===== src/rtl/lfsr_pkg.sv =====
// rtl/lfsr_pkg.sv - shared types, default constants and step function for the LFSR random generator
package lfsr_pkg;

  typedef enum logic [1:0] {IDLE, SHIFT, HOLD} state_t;

  localparam int         DEF_WIDTH = 8;
  localparam logic [7:0] DEF_TAPS  = 8'h8E;
  localparam logic [7:0] DEF_SEED  = 8'hBD;

  // Generic Fibonacci step on a 32-bit container; callers truncate to their width.
  function automatic logic [31:0] lfsr_step(input logic [31:0] s, input logic [31:0] taps);
    return {s[30:0], ^(s & taps)};
  endfunction

endpackage


===== src/rtl/lfsr_core.sv =====
// rtl/lfsr_core.sv - WIDTH-bit LFSR register with step enable, seed load and all-zero repair
import lfsr_pkg::*;

module lfsr_core #(
  parameter int               WIDTH = DEF_WIDTH,
  parameter logic [WIDTH-1:0] TAPS  = DEF_TAPS,
  parameter logic [WIDTH-1:0] SEED  = DEF_SEED
) (
  input  logic             clk,
  input  logic             rst,
  input  logic             step_en,
  input  logic             load,
  input  logic [WIDTH-1:0] load_val,
  output logic [WIDTH-1:0] lfsr,
  output logic [WIDTH-1:0] nxt
);

  assign nxt = WIDTH'(lfsr_step(32'(lfsr), 32'(TAPS)));

  always_ff @(posedge clk) begin
    if (rst) begin
      lfsr <= SEED;
    end else if (load) begin
      lfsr <= (load_val == '0) ? SEED : load_val;
    end else if (lfsr == '0) begin
      lfsr <= SEED;
    end else if (step_en) begin
      lfsr <= nxt;
    end
  end

endmodule


===== src/rtl/lfsr_rand_gen.sv =====
// rtl/lfsr_rand_gen.sv - req/ack random word generator; LFSR_REJECT_EN adds max_val range rejection
import lfsr_pkg::*;

module lfsr_rand_gen #(
  parameter int               WIDTH    = DEF_WIDTH,
  parameter logic [WIDTH-1:0] TAPS     = DEF_TAPS,
  parameter logic [WIDTH-1:0] SEED     = DEF_SEED,
  parameter int               OUT_BITS = 2
) (
  input  logic                clk,
  input  logic                rst,
  input  logic                req,
  input  logic                ack,
  input  logic                seed_load,
  input  logic [WIDTH-1:0]    seed_in,
`ifdef LFSR_REJECT_EN
  input  logic [OUT_BITS-1:0] max_val,
`endif
  output logic [OUT_BITS-1:0] rnd_data,
  output logic                rnd_valid,
  output logic                busy,
  output logic                lockup
);

  localparam int            CW       = $clog2(OUT_BITS + 1);
  localparam logic [CW-1:0] CNT_LAST = CW'(OUT_BITS);

  logic [WIDTH-1:0]    lfsr, nxt;
  logic                zero, step_en, word_ok;
  logic [OUT_BITS-1:0] word;
  state_t              state_q, state_d;
  logic [CW-1:0]       cnt_q, cnt_d, cnt_inc;
  logic [OUT_BITS-1:0] data_q, data_d;

  assign zero    = (lfsr == '0);
  assign step_en = (state_q == SHIFT) && !seed_load && !zero;
  assign word    = nxt[WIDTH-1 -: OUT_BITS];
  assign cnt_inc = cnt_q + CW'(1);

  lfsr_core #(.WIDTH(WIDTH), .TAPS(TAPS), .SEED(SEED)) u_core (
    .clk      (clk),
    .rst      (rst),
    .step_en  (step_en),
    .load     (seed_load),
    .load_val (seed_in),
    .lfsr     (lfsr),
    .nxt      (nxt)
  );

`ifdef LFSR_REJECT_EN
  // The bound is captured when a request is accepted so it cannot change mid-word.
  logic                accept;
  logic [OUT_BITS-1:0] max_q;
  assign accept  = !seed_load && !zero && req &&
                   ((state_q == IDLE) || ((state_q == HOLD) && ack));
  assign word_ok = (word <= max_q);
  always_ff @(posedge clk) begin
    if (rst)         max_q <= '0;
    else if (accept) max_q <= max_val;
  end
`else
  assign word_ok = 1'b1;
`endif

  always_ff @(posedge clk) begin
    if (rst) begin
      state_q <= IDLE;
      cnt_q   <= '0;
      data_q  <= '0;
      lockup  <= 1'b0;
    end else begin
      state_q <= state_d;
      cnt_q   <= cnt_d;
      data_q  <= data_d;
      lockup  <= zero && !seed_load;
    end
  end

  always_comb begin
    state_d = state_q;
    cnt_d   = cnt_q;
    data_d  = data_q;
    if (seed_load) begin
      state_d = IDLE;
      cnt_d   = '0;
    end else if (!zero) begin
      unique case (state_q)
        IDLE: begin
          if (req) begin
            state_d = SHIFT;
            cnt_d   = '0;
          end
        end
        SHIFT: begin
          cnt_d = cnt_inc;
          if (cnt_inc == CNT_LAST) begin
            cnt_d = '0;
            if (word_ok) begin
              data_d  = word;
              state_d = HOLD;
            end
          end
        end
        HOLD: begin
          if (ack) begin
            cnt_d   = '0;
            state_d = req ? SHIFT : IDLE;
          end
        end
        default: state_d = IDLE;
      endcase
    end
  end

  assign rnd_data  = data_q;
  assign rnd_valid = (state_q == HOLD);
  assign busy      = (state_q == SHIFT);

endmodule


===== config.mk =====
export PLATFORM = sky130hd
export DESIGN_NAME = lfsr_rand_gen
export DESIGN_NICKNAME = d
export VERILOG_FILES = /design/src/rtl/lfsr_pkg.sv /design/src/rtl/lfsr_core.sv /design/src/rtl/lfsr_rand_gen.sv
export SDC_FILE = /design/constraint.sdc
export NUM_CORES = 1
export LEC_CHECK = 0
export ABC_AREA = 1
export BUFFER_PORTS_ARGS = -buffer_cell sky130_fd_sc_hd__buf_2
export CORE_ASPECT_RATIO = 2
export CORE_MARGIN = 2
export CORE_UTILIZATION = 35
export CTS_BUF_LIST = sky130_fd_sc_hd__clkbuf_8
export DETAILED_ROUTE_END_ITERATION = 6
export SLEW_MARGIN = 30
export SYNTH_ARGS = -nofsm -noshare
export SYNTH_HDL_FRONTEND = slang
export SYNTH_SLANG_ARGS = --single-unit

===== constraint.sdc =====
create_clock -name clk -period 1.5 [get_ports clk]
set_clock_uncertainty 0.1 [all_clocks]
set_input_delay 0.15 -clock clk [delete_from_list [all_inputs] [get_ports clk]]
set_output_delay 0.15 -clock clk [all_outputs]
set_load 0.05 [all_outputs]

==> impl_metrics.json <==
{
  "synthesized_netlist_net_count": 184,
  "clock_insertion_delay_worst_skew_ps": 250,
  "slowest_cell_delay_on_critical_path_ps": 370,
  "max_freq_mhz": 727,
  "synth-simple-area-share_pct": 49.4,
  "core_area_um2": 2740,
  "place_worst_setup_slack_ps": -41.0,
  "route.detailed.drc": 0,
  "synth_seq_area_share_pct": 30.2,
  "drt-vias-per-instance": 4.70,
  "syn_inst": 170,
  "proportion_of_layout_cells_with_a_drive_suffix_above_1_pct": 20.5,
  "run_status": "finished, final reports clean",
  "grt_start_max_net_pins": 15,
  "gr-total-overflow": 0,
  "most_common_cell_after_layout_fill_and_taps_aside": "nand2_1",
  "synth.distinct_cells": 21,
  "crit_fanout": 14,
  "wl_per_instance_um": 11.1,
  "syn2layout_area_growth_pct": 18.1,
  "clkTransAtPathRegs_ps": 60,
  "critical-path-top-delay-family": "flip-flops",
  "cts-htree-levels": 1,
  "fin_hold_ws_ps": 124,
  "cts-buffers-inserted": 3,
  "dp_hpwl_mm": 1.88,
  "critical_register_to_register_path_startpoint": "u_core.lfsr[2]",
  "critical_path.slowest_cell": "dfxtp_2",
  "report.final.setup_viol": 0,
  "setup_ws_ps": 125,
  "syn_area_per_cell_um2": 5.84,
  "fp.dieH_um": 79.3,
  "holdCritStartpoint": "seed_in[4]",
  "sw_power_w": 0.000333,
  "synth.ff_latch_count": 15,
  "vias_in_the_first_global_route": 976,
  "synthTopCellsByArea": "dfxtp_1 30%, nand2_1 18%, nor2_1 13%",
  "clockBufferDepth": 2,
  "layout_min_cycle_time_ps": 1380,
  "detail_route.iter0.violations": 33,
  "post_synth_instance_area_um2": 993,
  "combinationalPowerShare_pct": 23.8,
  "cell_int_power_w": 0.000694,
  "pin_count": 18,
  "most-common-layout-cells": "47 x nand2_1, 33 x nor2_1, 25 x inv_1, 16 x buf_2, 13 x dfxtp_1",
  "cts_root_buffer": "clkbuf_8",
  "floorplan.rows": 27,
  "worstPathBufferInverterCount": 3,
  "layout_worst_path_cycle_share_pct": 91.7,
  "initial_utilization_pct": 36.3,
  "synth_largest_type_area_fraction_pct": 30.2,
  "post_synth_xor_area_fraction_pct": 0,
  "grt_pass1_wl_mm": 4.04,
  "ordered_cell_list_for_the_critical_path": "inv_2 > nand2_4 > inv_2 > buf_4",
  "timing.final.hold_violations": 0,
  "switching_share_pct": 32.4,
  "first_pass_iters": 4,
  "worstHoldPathType": "input pin to register",
  "critPathLaunch": "state_q[1]",
  "power.density_nw_per_um2": 875,
  "drtAntennaViolNets": 0,
  "maxCapViolations": 0,
  "grt_antenna_before_repair": 0,
  "power_leakage_nw": 0.662,
  "dominant_combinational_cell_family_by_area_after_synthesis": "simple AND/OR/NAND/NOR gates",
  "crit_path_start_kind": "register",
  "via_count": 1029,
  "post_synth_mux_area_share_pct": 0,
  "clock_tree_from_tritoncts": "yes",
  "clock_power_share_pct": 32.2,
  "required_time_worst_endpoint_ps": 1250,
  "antenna-diode-count": 0,
  "p_seq_share_pct": 44.0,
  "synth-compound-area-share_pct": 6.05,
  "io_buffers": 17,
  "crit_arrival_ps": 1130,
  "tightestPinTransition_ps": 279,
  "place_congestion": 0.835,
  "max-vdd-ir-drop_uv": 615,
  "post-synth-top-area-cell": "dfxtp_1",
  "design.die.area_um2": 3310,
  "drt-total-wl_mm": 2.43,
  "most_numerous_cell_on_the_critical_path": "inv_2",
  "timing_max_transition_violations_final": 0,
  "cts.sinks": 15,
  "grt_setup_unrepaired": "false",
  "final_net_count": 205,
  "grt_usage_pct": 15.4,
  "timing.slew.headroom_pct": 81.3,
  "die_x_um": 41.7,
  "synthAdderAreaFrac_pct": 1.26,
  "yosysWarningCount": 0,
  "worstSetupEndpointType": "output port",
  "critPathKind": "register to output port"
}
cells in the mapped netlist:
master / n
dfxtp_1: 15
clkinv_1: 1
buf_4: 1
nand3_2: 2
nor3_1: 1
nor2_2: 2
nor3_4: 1
nor2_1: 35
nand2_4: 2
nand2_1: 47
nand2_2: 2
o21ai_0: 9
o21ai_1: 1
nand4_1: 5
a21oi_1: 2
inv_1: 24
nand3b_1: 1
inv_2: 5
nand3_1: 11
buf_2: 2
ha_1: 1
what timing repair did:
item	4_1_cts	5_1_grt
gates resized for setup	2	4
buffers inserted	0	0
setup endpoints to repair	2	5
pin swaps	0	1
gates cloned	0	1
endpoints found under the hold margin	1	0
hold buffers	1	0
cell families (layout without fill, tap and decap cells):
logic type | count (synthesis) | in the layout
compound gates | 12 | 12
buf+inv | 33 | 52
fa+ha+maj | 1 | 1
flops | 15 | 15
simple gates | 109 | 110
metal layers:
metal	wire length [um]	part of all wire [%]	GRT usage [%]	vias to the layer above
li1	-	-	-	560
met1	1020	42	16.1	445
met2	1300	53	28.6	18
met3	53	2.2	2.05	6
met4	68	2.8	8.39	0
met5	0	0	0	-
area by class of cell:
cell class | count | area, um^2
Timing Repair Buffer | 18 | 97.6
Inverter | 30 | 113
Multi-Input combinational cell | 123 | 579
Fill cell | 302 | 1560
Sequential cell | 15 | 303
Clock buffer | 3 | 41.3
Clock inverter | 1 | 3.75
Tap cell | 29 | 36.3
through the flow:
step	cell area, um^2	setup TNS, ps	utilization, %	std cells	power (W)
2_1_floorplan	993	0	-	170	0.000637
3_3_place_gp	1100	-30.6	40.1	213	0.000695
3_5_place_dp	1100	-41.0	40.1	213	0.000698
4_1_cts	1160	0	42.4	218	0.00103
5_1_grt	1170	0	42.9	219	0.00108
6_report	1170	0	42.9	219	0.00103
flip-flops by register name (all words and copies together), names as in the netlist:
signal	flops
rnd_data	2
lockup	1
state_q	2
u_core.lfsr	8
cnt_q	2
power by group through the flow:
stage | combinational (W) | clock, W | sequential [W]
global route | 0.000280 | 0.000347 | 0.000455
detailed placement | 0.000239 | 0 | 0.000459
finish | 0.000245 | 0.000331 | 0.000452
floorplan | 0.000183 | 0 | 0.000454
CTS | 0.000245 | 0.000338 | 0.000450
global placement | 0.000237 | 0 | 0.000459
worst paths after layout:
| kind | cells past startpoint | to | slack (ps) |
|---|---|---|---|
| worst max-delay path | 4 | busy | 120 |
| worst min register to register | 2 | cnt_q[1] | 390 |
| worst min-delay path | 5 | u_core.lfsr[4] | 120 |
| worst max register to register | 8 | rnd_data[1] | 120 |
worst reg2reg max path, cell delays in order, from the launching register on:
cell and delay, ps:
dfxtp_1 330, inv_1 60, ha_1 200, nand2_1 80, nor2_2 60, nor2_2 210
nand3_1 110, nand2_1 80, nor2_1 50
No activity file was read; power rests on OpenSTA's default activity.
